File: src/rtl/pifo_pop_collector.sv
// rtl/pifo_pop_collector.sv - merges per-lane PIFO pop results into one FWFT stream with outstanding-pop tracking
//
// Collects up to LEVEL level-0 pop results per cycle into a flop-based ring
// buffer, in ascending lane order, and presents the head entry as a
// first-word-fall-through valid/ready stream. Also tracks outstanding pops
// per tree and raises sticky overflow / unexpected-result flags.
//
// Ports:
//   i_clk, i_arst_n            clock, asynchronous active-low reset
//   i_pop_req[l]               lane l issued a pop request for tree i_pop_req_tree_id[l]
//   i_is_level0_pop[l]         lane l delivers a result (i_tree_id[l], i_pop_data[l])
//   o_valid/i_ready            head entry handshake
//   o_tree_id/o_data           head entry contents
//   o_empty_pop                head data is all-ones (tree was empty)
//   o_count                    buffer occupancy
//   o_outstanding[t]           outstanding pops for tree t
//   o_overflow/o_unexpected    sticky error flags, cleared by i_clr_err
module pifo_pop_collector #(
  parameter int PTW      = 16,
  parameter int MTW      = 0,
  parameter int LEVEL    = 4,
  parameter int TREE_NUM = 4,
  parameter int DEPTH    = 16,
  parameter int CNTW     = 8,
  localparam int TREE_NUM_BITS = $clog2(TREE_NUM),
  localparam int DW            = MTW + PTW,
  localparam int AW            = $clog2(DEPTH)
) (
  input  logic                     i_clk,
  input  logic                     i_arst_n,
  input  logic [LEVEL-1:0]         i_pop_req,
  input  logic [TREE_NUM_BITS-1:0] i_pop_req_tree_id [0:LEVEL-1],
  input  logic [LEVEL-1:0]         i_is_level0_pop,
  input  logic [TREE_NUM_BITS-1:0] i_tree_id [0:LEVEL-1],
  input  logic [DW-1:0]            i_pop_data [0:LEVEL-1],
  output logic                     o_valid,
  input  logic                     i_ready,
  output logic [TREE_NUM_BITS-1:0] o_tree_id,
  output logic [DW-1:0]            o_data,
  output logic                     o_empty_pop,
  output logic [AW:0]              o_count,
  output logic [CNTW-1:0]          o_outstanding [0:TREE_NUM-1],
  output logic                     o_overflow,
  output logic                     o_unexpected,
  input  logic                     i_clr_err
);

  localparam int CMAX = (1 << CNTW) - 1;

  logic [TREE_NUM_BITS-1:0] r_mem_tid  [0:DEPTH-1];
  logic [DW-1:0]            r_mem_data [0:DEPTH-1];
  logic [AW-1:0]            r_wr_ptr;
  logic [AW-1:0]            r_rd_ptr;
  logic [AW:0]              r_count;
  logic [CNTW-1:0]          r_outstanding [0:TREE_NUM-1];
  logic                     r_overflow;
  logic                     r_unexpected;

  logic [AW:0]              w_free;
  logic [AW:0]              w_wr_cnt;
  logic [LEVEL-1:0]         w_wen;
  logic [AW-1:0]            w_waddr [0:LEVEL-1];
  logic                     w_drop;
  logic                     w_fire;
  logic signed [CNTW+1:0]   w_sum [0:TREE_NUM-1];
  logic [CNTW-1:0]          w_out_nxt [0:TREE_NUM-1];
  logic                     w_unexp;

  // Lane packing: each active lane takes the next slot after the lanes below
  // it. Space is judged from the registered count only, so a same-cycle pop
  // never makes room for a write.
  always_comb begin
    w_free   = (AW+1)'(DEPTH) - r_count;
    w_wr_cnt = '0;
    w_drop   = 1'b0;
    w_wen    = '0;
    for (int l = 0; l < LEVEL; l++) begin
      w_waddr[l] = r_wr_ptr + w_wr_cnt[AW-1:0];
      if (i_is_level0_pop[l]) begin
        if (w_wr_cnt < w_free) begin
          w_wen[l] = 1'b1;
          w_wr_cnt = w_wr_cnt + (AW+1)'(1);
        end else begin
          w_drop = 1'b1;
        end
      end
    end
  end

  // Outstanding counters: dropped results still decrement, since the pop
  // request they answer has completed either way.
  always_comb begin
    w_unexp = 1'b0;
    for (int t = 0; t < TREE_NUM; t++) begin
      w_sum[t] = signed'({2'b00, r_outstanding[t]});
      for (int l = 0; l < LEVEL; l++) begin
        if (i_pop_req[l] && (i_pop_req_tree_id[l] == TREE_NUM_BITS'(t)))
          w_sum[t] = w_sum[t] + (CNTW+2)'(1);
        if (i_is_level0_pop[l] && (i_tree_id[l] == TREE_NUM_BITS'(t)))
          w_sum[t] = w_sum[t] - (CNTW+2)'(1);
      end
      if (w_sum[t] < 0) begin
        w_out_nxt[t] = '0;
        w_unexp      = 1'b1;
      end else if (w_sum[t] > CMAX) begin
        w_out_nxt[t] = '1;
      end else begin
        w_out_nxt[t] = w_sum[t][CNTW-1:0];
      end
    end
  end

  assign w_fire = o_valid & i_ready;

  always_ff @(posedge i_clk or negedge i_arst_n) begin
    if (!i_arst_n) begin
      r_wr_ptr     <= '0;
      r_rd_ptr     <= '0;
      r_count      <= '0;
      r_overflow   <= 1'b0;
      r_unexpected <= 1'b0;
      for (int d = 0; d < DEPTH; d++) begin
        r_mem_tid[d]  <= '0;
        r_mem_data[d] <= '0;
      end
      for (int t = 0; t < TREE_NUM; t++) r_outstanding[t] <= '0;
    end else begin
      for (int l = 0; l < LEVEL; l++) begin
        if (w_wen[l]) begin
          r_mem_tid[w_waddr[l]]  <= i_tree_id[l];
          r_mem_data[w_waddr[l]] <= i_pop_data[l];
        end
      end
      r_wr_ptr <= r_wr_ptr + w_wr_cnt[AW-1:0];
      if (w_fire) r_rd_ptr <= r_rd_ptr + AW'(1);
      r_count <= r_count + w_wr_cnt - (AW+1)'(w_fire);
      for (int t = 0; t < TREE_NUM; t++) r_outstanding[t] <= w_out_nxt[t];
      // A new error in the clearing cycle wins over the clear.
      r_overflow   <= w_drop  | (r_overflow   & ~i_clr_err);
      r_unexpected <= w_unexp | (r_unexpected & ~i_clr_err);
    end
  end

  assign o_valid      = (r_count != '0);
  assign o_tree_id    = r_mem_tid[r_rd_ptr];
  assign o_data       = r_mem_data[r_rd_ptr];
  assign o_empty_pop  = &o_data;
  assign o_count      = r_count;
  assign o_overflow   = r_overflow;
  assign o_unexpected = r_unexpected;

  always_comb begin
    for (int t = 0; t < TREE_NUM; t++) o_outstanding[t] = r_outstanding[t];
  end

endmodule

File: config.mk
export PLATFORM = sky130hd
export DESIGN_NAME = pifo_pop_collector
export DESIGN_NICKNAME = d
export VERILOG_FILES = /design/src/rtl/pifo_pop_collector.sv
export SDC_FILE = /design/constraint.sdc
export NUM_CORES = 2
export LEC_CHECK = 0
export ABC_AREA = 1
export CORE_MARGIN = 3
export CORE_UTILIZATION = 50
export CTS_BUF_LIST = sky130_fd_sc_hd__clkbuf_8 sky130_fd_sc_hd__clkbuf_16
export DETAILED_ROUTE_END_ITERATION = 12
export HOLD_SLACK_MARGIN = 0.08
export PLACE_DENSITY = 0.68
export SETUP_SLACK_MARGIN = 0.3
export SYNTH_ARGS = -nofsm -noshare
export SYNTH_HDL_FRONTEND = slang
export SYNTH_SLANG_ARGS = --single-unit
File: constraint.sdc
create_clock -name i_clk -period 9.65 [get_ports i_clk]
set_input_delay 1.93 -clock i_clk [delete_from_list [all_inputs] [get_ports i_clk]]
set_output_delay 1.93 -clock i_clk [all_outputs]
set_load 0.1 [all_outputs]
==> flow_metrics.tcl <==
set metrics [dict create \
    outcome "completed" \
    worstMarginPinSlew_ns 1.20 \
    ys_seq_area_frac 0.254 \
    core-area_sq_um 64900 \
    drt-total-wl_mm 122 \
    path_class "input pin to flip-flop" \
    synth_area_leaders "dfrtp_1 25%, nand2_1 12%, mux2_2 11%" \
    pre_cts_ws_ns 1.19 \
    p_per_area_nw_per_um2 367 \
    cts_resized 0 \
    fin_crit_sh 0.823 \
    cts_tree "yes" \
    rows 93 \
    synth_top_area_cell "dfrtp_1" \
    yosysMostFrequentCell "nand2_1" \
    ys_types 49 \
    p_leak_nw 16.8 \
    clock.fmax_ghz 0.126 \
    ant_nets 0 \
    synth.avg_cell_area_sq_um 6.73 \
    cpMostUsedCell "nand2_1" \
    synthesis.nets 5063 \
    clockBufferDepth 3 \
    whs_ns 0.594 \
    maxSlewHeadroom 0.195 \
    cp.arrival_ns 8.42 \
    via_per_inst 5.96 \
    route.detailed.drc 0 \
    worst_slack_ns 1.71 \
    fin_util 0.562 \
    die_w_um 263 \
    async_flop_share 1.00 \
    die_h_um 263 \
    grt_usage 0.337 \
    area_growth_pct 10.6 \
    post_cts_buffers 0 \
    slowest_stage "inv_1" \
    fin_crit_ns 7.94 \
    cts.sinks 335 \
    p_switching_mw 7.05 \
    finalHoldViolCount 0 \
    cp.required_ns 10.13 \
    grt_first_pass_wirelength_mm 184 \
    yosys.area.top_type_share 0.254 \
    clock_power_share 0.125 \
    grt-ovfl-total 0 \
    start_util 0.509 \
    p_comb_frac 0.671 \
    h-tree-depth 2 \
    final_layout_size_suffix_gt1_frac 0.131 \
    clockRootBuffer "clkbuf_16" \
    synthCells 4909 \
    cp-end-kind "flip-flop" \
    hold_path_class "flip-flop to flip-flop" \
    clock_skew_ns 0.0266 \
    num-nets-final 5025 \
    dieArea_sq_um 69200 \
    critPathMaxStageDelay_ns 0.58 \
    synth.cell_area_sq_um 33000 \
    vdd_drop_max_mv 0.676 \
    dr.pass1.iters 6 \
    p_int_mw 6.35 \
    vias 34300 \
    dp_hpwl_mm 79.9 \
    io_buffers 150 \
    yosys_most_used_dff "dfrtp_1" \
    numCtsBuffers 43 \
    io_pins 151 \
    initialDrtViolationCount 3960 \
    routedWlPerCell_um 21.2 \
    drv_slew 0 \
    setup_viol 0 \
    holdBufCountCts 0 \
    ys_ff_latch 335 \
    startpoint_type "input pin" \
    place_congestion 0.907 \
    grt_pass1_vias 30900 \
    ys_warn_count 0 \
    fin_setup_tns_ns 0 \
    clk_latency_ns 0.60 \
    power_frac_seq 0.204 \
    synthTopCellsByCount "1,092 x nand2_1, 566 x nor2_1, 435 x a21oi_1" \
    grt_max_degree 164 \
    rsz0062_at_grt "false" \
    synth-edff-count 0 \
    cp_max_fo 17 \
    antenna_found_initial 9 \
    max-cap-violations 0 \
    clk_pin_slew_ns 0.05 \
    swShare 0.526 \
]
-- critical path, delay by kind of cell --
family	cells	cell delay [ns]
AND/OR/NAND/NOR	16	2.50
adder cells (fa/ha/maj)	6	1.48
AO/OA/AOI/OAI	4	0.82
multiplexers	1	0.26
buffers and inverters	5	1.42
-- flip-flops by register name, indices dropped and copies added (netlist names) --
register / flops
r_mem_tid: 32
o_unexpected: 1
r_wr_ptr: 4
o_count: 5
r_mem_data: 256
r_rd_ptr: 4
o_overflow: 1
o_outstanding: 32
-- cell type report --
type                    count  area, sq um
diodes                      7         17.5
fillers                  6331        28400
flip-flops and latches    335         8390
well taps                 855         1070
inverters                 441         1660
clock inverters            22          193
clock buffers              55         1250
multi-input cells        3838        22000
repair buffers            212         1980
-- through the flow --
step                cell area (sq um)  std cells  total power [mW]
detailed placement              35100       5681              11.5
global placement                35100       5681              11.4
global route                    36500       5764              14.3
CTS                             36500       5758              13.2
finish                          36500       5765              13.4
floorplan                       33000       4909              9.31
-- cell families after synthesis --
kind of cell | count (synthesis) | share of synthesized area
XOR/XNOR | 41 | 0.0111
adder cells (fa/ha/maj) | 62 | 0.0244
buffers and inverters | 736 | 0.0866
AND/OR/NAND/NOR | 2195 | 0.281
AO/OA/AOI/OAI | 941 | 0.150
flip-flops | 335 | 0.254
multiplexers | 599 | 0.194
-- power by group through the flow --
| stage | clock network, mW | logic, mW | registers (mW) |
|---|---|---|---|
| floorplan | 0 | 6.25 | 3.06 |
| global placement | 0 | 8.64 | 2.72 |
| detailed placement | 0 | 8.78 | 2.73 |
| CTS | 1.68 | 8.82 | 2.71 |
| global route | 1.75 | 9.79 | 2.80 |
| finish | 1.68 | 8.99 | 2.73 |
-- cells in the final DEF (no fill, tap or decap), drive strengths merged, types with 29 or more instances in the layout --
cell,instances
mux2i,282
mux2,317
o21ai,418
nand4,48
xor2,29
buf,63
dfrtp,335
nor3,36
o221ai,38
ha,58
nand2,1164
inv,447
a21oi,441
clkbuf,55
nor2,593
o22ai,37
nand3,324
clkdlybuf4s50,149
-- per-layer routing --
layer / share of wire / vias up / global-route usage / wire [um]
li1: - / 16300 / - / -
met1: 0.41 / 15700 / 0.457 / 49900
met2: 0.43 / 2013 / 0.512 / 52100
met3: 0.12 / 388 / 0.0823 / 14400
met4: 0.047 / 4 / 0.144 / 5690
met5: 0.00016 / - / 0 / 20
-- path summary, 6_finish.rpt --
| kind | to | depth (start not counted) | slack [ns] | startpoint |
|---|---|---|---|---|
| max | o_outstanding[25] | 32 | 1.71 | i_tree_id[7] |
| min | o_overflow | 2 | 0.59 | o_overflow |
| max reg2reg | o_outstanding[25] | 33 | 3.40 | o_outstanding[24] |
| min reg2reg | o_overflow | 2 | 0.59 | o_overflow |
| max in group asynchronous | o_outstanding[1] | 2 | 6.58 | i_arst_n |
| min in group asynchronous | r_mem_data[53] | 1 | 1.47 | i_arst_n |
No activity file was read; power rests on OpenSTA's default activity.
